===== src/rtl/life_ctrl.sv =====
// Sequencing controller for the 8x8 Game of Life evolve datapath: holds the generation
// register, commits grid_evolve on a tick, halts on extinction/still life/limit. Optional macro: LIFE_OSC2_DETECT_EN.
module life_ctrl #(
    parameter int TICK_DIV = 4,
    parameter int GEN_W    = 16,
    parameter int MAX_GEN  = 1000
) (
    input  logic             clk,
    input  logic             reset_n,
    input  logic             load,
    input  logic [63:0]      seed,
    input  logic             start,
    input  logic             stop,
    input  logic             step,
    input  logic [63:0]      grid_evolve,
    output logic [63:0]      grid,
    output logic [GEN_W-1:0] gen_count,
    output logic             running,
    output logic             done,
    output logic [2:0]       halt_cause
);
    localparam int TW = (TICK_DIV > 1) ? $clog2(TICK_DIV) : 1;
    localparam logic [TW-1:0]    TICK_LAST   = TW'(TICK_DIV - 1);
    localparam logic [GEN_W:0]   MAX_GEN_EXT = (GEN_W + 1)'(MAX_GEN);
    localparam logic [GEN_W-1:0] GEN_ONES    = '1;

    typedef enum logic [1:0] {IDLE, RUN, HALT} state_t;

    state_t          state_reg;
    logic [63:0]     grid_reg;
    logic [GEN_W-1:0] gen_count_reg;
    logic [TW-1:0]   tick_reg;
    logic            running_reg;
    logic            done_reg;
    logic [2:0]      halt_cause_reg;

    logic [GEN_W:0]   gen_plus;
    logic [GEN_W-1:0] gen_next;
    logic [2:0]       cause_next;
    logic             osc_hit;

`ifdef LIFE_OSC2_DETECT_EN
    logic [63:0] prev_reg;
    assign osc_hit = (gen_count_reg != '0) && (grid_evolve == prev_reg);

    always_ff @(posedge clk or negedge reset_n) begin
        if (!reset_n) begin
            prev_reg <= '0;
        end else if (load) begin
            prev_reg <= '0;
        end else if ((state_reg == IDLE && !stop && !start && step) ||
                     (state_reg == RUN && !stop && tick_reg == TICK_LAST)) begin
            // Same commit condition as the main sequencer below
            prev_reg <= grid_reg;
        end
    end
`else
    assign osc_hit = 1'b0;
`endif

    assign gen_plus = {1'b0, gen_count_reg} + (GEN_W + 1)'(1);
    assign gen_next = (gen_count_reg == GEN_ONES) ? gen_count_reg : gen_plus[GEN_W-1:0];

    // Halt checks in priority order; only meaningful on a commit edge.
    always_comb begin
        cause_next = 3'd0;
        if (grid_evolve == 64'd0)
            cause_next = 3'd1;
        else if (grid_evolve == grid_reg)
            cause_next = 3'd2;
        else if (osc_hit)
            cause_next = 3'd4;
        else if (MAX_GEN != 0 && gen_plus == MAX_GEN_EXT)
            cause_next = 3'd3;
    end

    always_ff @(posedge clk or negedge reset_n) begin
        if (!reset_n) begin
            state_reg      <= IDLE;
            grid_reg       <= '0;
            gen_count_reg  <= '0;
            tick_reg       <= '0;
            running_reg    <= 1'b0;
            done_reg       <= 1'b0;
            halt_cause_reg <= 3'd0;
        end else if (load) begin
            state_reg      <= IDLE;
            grid_reg       <= seed;
            gen_count_reg  <= '0;
            tick_reg       <= '0;
            running_reg    <= 1'b0;
            done_reg       <= 1'b0;
            halt_cause_reg <= 3'd0;
        end else begin
            case (state_reg)
                IDLE: begin
                    if (stop) begin
                        // stop outranks start/step but has nothing to do here
                    end else if (start) begin
                        tick_reg <= '0;
                        if (grid_reg != 64'd0) begin
                            state_reg   <= RUN;
                            running_reg <= 1'b1;
                        end else begin
                            state_reg      <= HALT;
                            done_reg       <= 1'b1;
                            halt_cause_reg <= 3'd1;
                        end
                    end else if (step) begin
                        grid_reg      <= grid_evolve;
                        gen_count_reg <= gen_next;
                        if (cause_next != 3'd0) begin
                            state_reg      <= HALT;
                            done_reg       <= 1'b1;
                            halt_cause_reg <= cause_next;
                        end
                    end
                end
                RUN: begin
                    if (stop) begin
                        state_reg   <= IDLE;
                        running_reg <= 1'b0;
                        tick_reg    <= '0;
                    end else if (tick_reg == TICK_LAST) begin
                        tick_reg      <= '0;
                        grid_reg      <= grid_evolve;
                        gen_count_reg <= gen_next;
                        if (cause_next != 3'd0) begin
                            state_reg      <= HALT;
                            running_reg    <= 1'b0;
                            done_reg       <= 1'b1;
                            halt_cause_reg <= cause_next;
                        end
                    end else begin
                        tick_reg <= tick_reg + TW'(1);
                    end
                end
                default: begin
                    // HALT: only load or reset leaves
                end
            endcase
        end
    end

    assign grid       = grid_reg;
    assign gen_count  = gen_count_reg;
    assign running    = running_reg;
    assign done       = done_reg;
    assign halt_cause = halt_cause_reg;
endmodule

===== config.mk =====
export PLATFORM = sky130hd
export DESIGN_NAME = life_ctrl
export DESIGN_NICKNAME = d
export VERILOG_FILES = /design/src/rtl/life_ctrl.sv
export SDC_FILE = /design/constraint.sdc
export NUM_CORES = 1
export LEC_CHECK = 0
export CAP_MARGIN = 20
export CORE_UTILIZATION = 48
export DETAILED_ROUTE_END_ITERATION = 7
export GPL_TIMING_DRIVEN = 0
export HOLD_SLACK_MARGIN = 0.03
export PLACE_DENSITY = 0.88
export RECOVER_POWER = 50
export SKIP_LAST_GASP = 1
export SYNTH_ARGS = -nofsm -noshare
export SYNTH_HDL_FRONTEND = slang
export SYNTH_SLANG_ARGS = --single-unit
export TNS_END_PERCENT = 10

===== constraint.sdc =====
create_clock -name clk -period 3.5 [get_ports clk]
set_input_delay 0.525 -clock clk [delete_from_list [all_inputs] [get_ports clk]]
set_output_delay 0.525 -clock clk [all_outputs]
set_load 0.05 [all_outputs]

==> results of run 1 <==
## cells by family (layout without fill, tap and decap cells)
kind of cell | Yosys count | count (layout) | synth area share
xor+xnor | 85 | 85 | 0.135
buf+inv | 35 | 269 | 0.0305
fa+ha+maj | 3 | 3 | 0.00678
mux | 67 | 67 | 0.122
flops | 89 | 89 | 0.403
compound gates | 90 | 90 | 0.0991
other cells | 0 | 1 | 0
simple gates | 215 | 215 | 0.204
## layout make-up
class | instances | area share
multi-input cells | 460 | 0.380
flip-flops and latches | 89 | 0.272
repair buffers | 218 | 0.268
clock buffers | 14 | 0.0335
well taps | 140 | 0.0214
plain buffers | 30 | 0.0183
clock inverters | 2 | 0.00428
inverters | 5 | 0.00229
diodes | 1 | 0.000306
## cells in the mapped netlist, types with 2 or more instances
library cell / count
a21oi_1: 2
nand2_1: 76
dfrtp_1: 89
xnor2_1: 8
nand3_1: 9
nand4_1: 18
and4_1: 3
nand2b_1: 3
xor2_1: 77
clkbuf_1: 17
a31oi_1: 2
nor2_1: 31
a211oi_1: 3
inv_1: 5
nor4_1: 49
buf_2: 3
nor3b_1: 4
o21bai_1: 2
nand3b_1: 3
or3_1: 2
mux2i_1: 66
nor3_1: 2
ha_1: 3
o21ai_0: 66
nor4_2: 2
buf_4: 9
and3_1: 4
## worst paths after layout
kind                       cells after the start       startpoint  slack [ps]      endpoint
hold reg to reg                                2      tick_reg[1]         520   tick_reg[1]
hold / removal                                 2      tick_reg[1]         520   tick_reg[1]
min in group asynchronous                      1          reset_n         830      grid[36]
max in group asynchronous                      1          reset_n        1350  gen_count[7]
setup reg to reg                               6         grid[38]         650          done
setup / recovery                               7  grid_evolve[51]         370          done
## stage by stage
stage,power [W],hold WS (ps)
floorplan,0.00171,229
global placement,0.00218,518
detailed placement,0.00220,514
CTS,0.00320,172
global route,0.00330,548
finish,0.00319,525
## where the power goes
part,switching [W],internal (W)
Combinational,0.000578,0.000380
Clock,0.000400,0.000612
Sequential,0.000117,0.00111
## worst max-delay path: stages
cell	delay [ps]
clkdlybuf4s50_1	510
xor2_1	210
nor4_1	560
nand4_1	190
nor4_1	850
a41oi_1	190
a311oi_1	320
## metal layers
layer | vias to the layer above | GRT usage
li1 | 2570 | -
met1 | 2761 | 0.446
met2 | 273 | 0.606
met3 | 67 | 0.0759
met4 | 0 | 0.181
met5 | - | 0
==> impl_metrics.tcl, run 1 <==
set metrics [dict create \
    status "finished, violations left" \
    violations "max-capacitance violations, max-slew violations" \
    placedCellCount 942 \
    yosys_warnings 0 \
    drc 0 \
    antenna_left 0 \
    numCtsBuffers 9 \
    met3_length_mm 1.80 \
    grtUsageTotal 0.363 \
    synth-seq-cells 89 \
    tightest_slew_ps 2260 \
    p_per_area_mw_per_mm2 390 \
    routed-wl-met2_mm 10.2 \
    final_cells 959 \
    first_pass_iters 5 \
    vdd.ir_drop.worst_mv 0.274 \
    syn_area_mm2 0.00553 \
    post-route-period-util 0.893 \
    cts_setup_buffers 0 \
    cts_tree "yes" \
    vias 5671 \
    overflow 0 \
    syn-num-nets 721 \
    ys_top_cells_by_area "dfrtp_1 (40%), xor2_1 (12%), mux2i_1 (12%), o21ai_0 (6.0%), nor4_1 (5.5%)" \
    relSlewSlack -0.504 \
    maxCapViolCount 1 \
    rsz0062_at_grt "no" \
    grt_pass1_vias 5726 \
    ys_types 53 \
    postCtsHoldBufs 0 \
    critical_path_class "primary input to flop" \
    fin_area_mm2 0.00819 \
    gp_congestion 0.932 \
    ys_async_sr_fraction 1.00 \
    finClkSkew_ps 8.90 \
    worstSetupStartpointType "primary input" \
    initial_core_util 0.502 \
    hold_path_class "flop to flop" \
    setup_viol 0 \
    grt_max_degree 52 \
    synth.avg_cell_area_um2 9.47 \
    ios 219 \
    synth-edff-count 0 \
    port_buffers 217 \
    highest_layer "met4" \
    yosys_most_used_dff "dfrtp_1" \
    yosysTopAreaCell "dfrtp_1" \
    cp_max_fo 4 \
    hpwlAfterDp_mm 16.6 \
    cts.repair.resized 0 \
    wl_per_cell_um 22.2 \
    nFillCells 813 \
    layout_setup_ws_ps 374 \
    dieHeight_um 109 \
    cts_buffer_depth 2 \
    synth_cells 584 \
    ys_seq_area_frac 0.403 \
    final_util 0.743 \
    core_mm2 0.0110 \
    rows 38 \
    via_per_inst 5.91 \
    final_hold_viol_count 0 \
    tns_ps 0 \
    mostFrequentLayoutCell "clkdlybuf4s50_1" \
    wl_met1_mm 8.40 \
    die_area_mm2 0.0120 \
    largest_reg_flops 64 \
    p_leak_nw 3.72 \
    drt_iter0_drc 454 \
    max_freq_ghz 0.320 \
    grt_pass1_wl_mm 31.9 \
    wirelength_mm 21.3 \
    arrival_ps 3370 \
    yosysTopAreaCellShare 0.403 \
    antenna_found_initial 0 \
    final_cell_mix "clkdlybuf4s50_1 (179), dfrtp_1 (89), xor2_1 (77), nand2_1 (76)" \
    placed_cell_area_mm2 0.00791 \
    htree_levels 3 \
    end_kind "flop" \
    pre_cts_slack_ps 148 \
    synthToLayoutAreaGrowth_pct 48.0 \
    multi_input_area_mm2 0.00311 \
    fin_nets 950 \
    layout-drive-gt1-share 0.0465 \
    clk_latency_ps 350 \
    die_x_um 109 \
    clkTransAtPathRegs_ps 60 \
    root_buffer "clkbuf_16" \
    period_needed_ps 3130 \
    seqCellArea_mm2 0.00223 \
    required_ps 3740 \
    cts_num_sinks 89 \
    finalMaxSlewViolations 39 \
]
Power figures use the tool's default switching activity.
==> run 2: changes to the inputs <==
Settings changed: CORE_MARGIN set to 3, GPL_ROUTABILITY_DRIVEN set to 0.
==> impl_metrics.tcl, run 2 (synthesis gave the netlist of run 1 again) <==
set metrics [dict create \
    status "finished, violations left" \
    violations "max-capacitance violations, max-slew violations" \
    final_util 0.743 \
    maxCapViolCount 1 \
    arrival_ps 3410 \
    dieHeight_um 113 \
    first_pass_iters 5 \
    required_ps 3750 \
    root_buffer "clkbuf_16" \
    grtUsageTotal 0.327 \
    critical_path_class "primary input to flop" \
    port_buffers 217 \
    rows 38 \
    wirelength_mm 21.1 \
    final_cells 958 \
    critical-path-top-delay-family "simple AND/OR/NAND/NOR gates" \
    numCtsBuffers 9 \
    core_mm2 0.0110 \
    r2r_slack_ps 670 \
    clkTransAtPathRegs_ps 60 \
    cts_num_sinks 89 \
    tns_ps 0 \
    initial_core_util 0.502 \
    hold_path_class "flop to flop" \
    finClkSkew_ps 4.48 \
    htree_levels 3 \
    antenna_left 0 \
    die_x_um 113 \
    vdd.ir_drop.worst_mv 0.318 \
    worst_path_most_repeated_cell "nor4_1" \
    p_leak_nw 3.72 \
    setup_viol 0 \
    grt_max_degree 57 \
    relSlewSlack -0.354 \
    fin_nets 950 \
    hold_depth 2 \
    timing.rr.start "grid[51]" \
    period_needed_ps 3160 \
    clk_latency_ps 350 \
    timing.rr.end "done" \
    min_from "tick_reg[1]" \
    path_cells "clkdlybuf4s50_1, xor2_1, nor4_1, nand4_1, nor4_1, a41oi_1, a311oi_1" \
    mostFrequentLayoutCell "clkdlybuf4s50_1" \
    slowest_stage "nor4_1" \
    tightest_slew_ps 2030 \
    drt_iter0_drc 584 \
    postCtsHoldBufs 0 \
    layout_setup_ws_ps 339 \
    rsz0062_at_grt "no" \
    holdPathEnd "tick_reg[1]" \
    pre_cts_slack_ps 243 \
    antenna_found_initial 0 \
    via_per_inst 6.05 \
    hpwlAfterDp_mm 16.5 \
    worstSetupStartpointType "primary input" \
    max_freq_ghz 0.316 \
    largest_reg_flops 64 \
    end_kind "flop" \
    placedCellCount 942 \
    ff2ff_path_depth 6 \
    die_area_mm2 0.0129 \
    cts.repair.resized 0 \
    path_buf_inv 1 \
    grt_pass1_vias 5965 \
    p_per_area_mw_per_mm2 385 \
    ios 219 \
    vias 5800 \
    n_antenna_cell 0 \
    finalMaxSlewViolations 34 \
    final_cell_mix "clkdlybuf4s50_1 (176), dfrtp_1 (89), xor2_1 (77), nand2_1 (76)" \
    grt_pass1_wl_mm 32.6 \
    synthToLayoutAreaGrowth_pct 48.2 \
    cts_setup_buffers 0 \
    wl_per_cell_um 22.0 \
    cp_max_fo 4 \
    overflow 0 \
    slowest_delay_ps 860 \
    cts_tree "yes" \
    post-route-period-util 0.903 \
    drc 0 \
    cts_buffer_depth 2 \
    layout-drive-gt1-share 0.0501 \
    final_hold_viol_count 0 \
]
[run 2: cell types whose count changed in the layout (fill, tap and decap cells not counted), sizes merged]
cell,delta
clkbuf,-3
clkinv,+1
clkdlybuf4s50,-3
diode,-1
dlygate4sd3,+3
clkinvlp,+2
[run 2: power by group]
part	leakage, nW	internal (W)	total (W)	switching, W
sequential	1.12	0.00111	0.00122	0.000116
combinational	2.45	0.000379	0.000957	0.000578
clock	0.142	0.000570	0.000977	0.000407
total	3.72	0.00206	0.00316	0.00110
[run 2: how the worst max path moves through the flow]
stage,slack [ps],cells past startpoint,end,start
5_1_grt,410,7,done,grid_evolve[23]
3_5_place_dp,240,7,done,grid_evolve[38]
2_1_floorplan,1180,8,done,gen_count[0]
6_report,340,7,done,grid_evolve[34]
3_3_place_gp,-1240,1,gen_count[2],reset_n
4_1_cts,580,7,done,grid_evolve[23]
[run 2: through the flow]
step                hold WS, ps  power (W)  area [um2]
finish                      526    0.00316        8200
detailed placement          513    0.00219        7910
CTS                         146    0.00316        8200
global placement            508    0.00217        7880
global route                593    0.00325        8200
floorplan                   229    0.00171        5530
[run 2: routing by layer]
| layer | global-route usage | routed length (um) | vias to the layer above |
|---|---|---|---|
| li1 | - | - | 2569 |
| met1 | 0.382 | 7640 | 2750 |
| met2 | 0.546 | 10200 | 395 |
| met3 | 0.102 | 2200 | 86 |
| met4 | 0.157 | 1030 | 0 |
| met5 | 0 | 0 | - |
[run 2: tightest hold or removal path: stages, from the launching register on]
cell     delay (ps)
dfrtp_1         350
a32oi_1          60
nor2_1           80
[run 2: cell type report]
| class | instances | area, um2 |
|---|---|---|
| plain buffers | 30 | 150 |
| clock buffers | 11 | 243 |
| clock inverters | 5 | 55.1 |
| fillers | 773 | 2830 |
| inverters | 5 | 18.8 |
| multi-input cells | 460 | 3140 |
| flip-flops and latches | 89 | 2230 |
| well taps | 140 | 175 |
| repair buffers | 218 | 2190 |
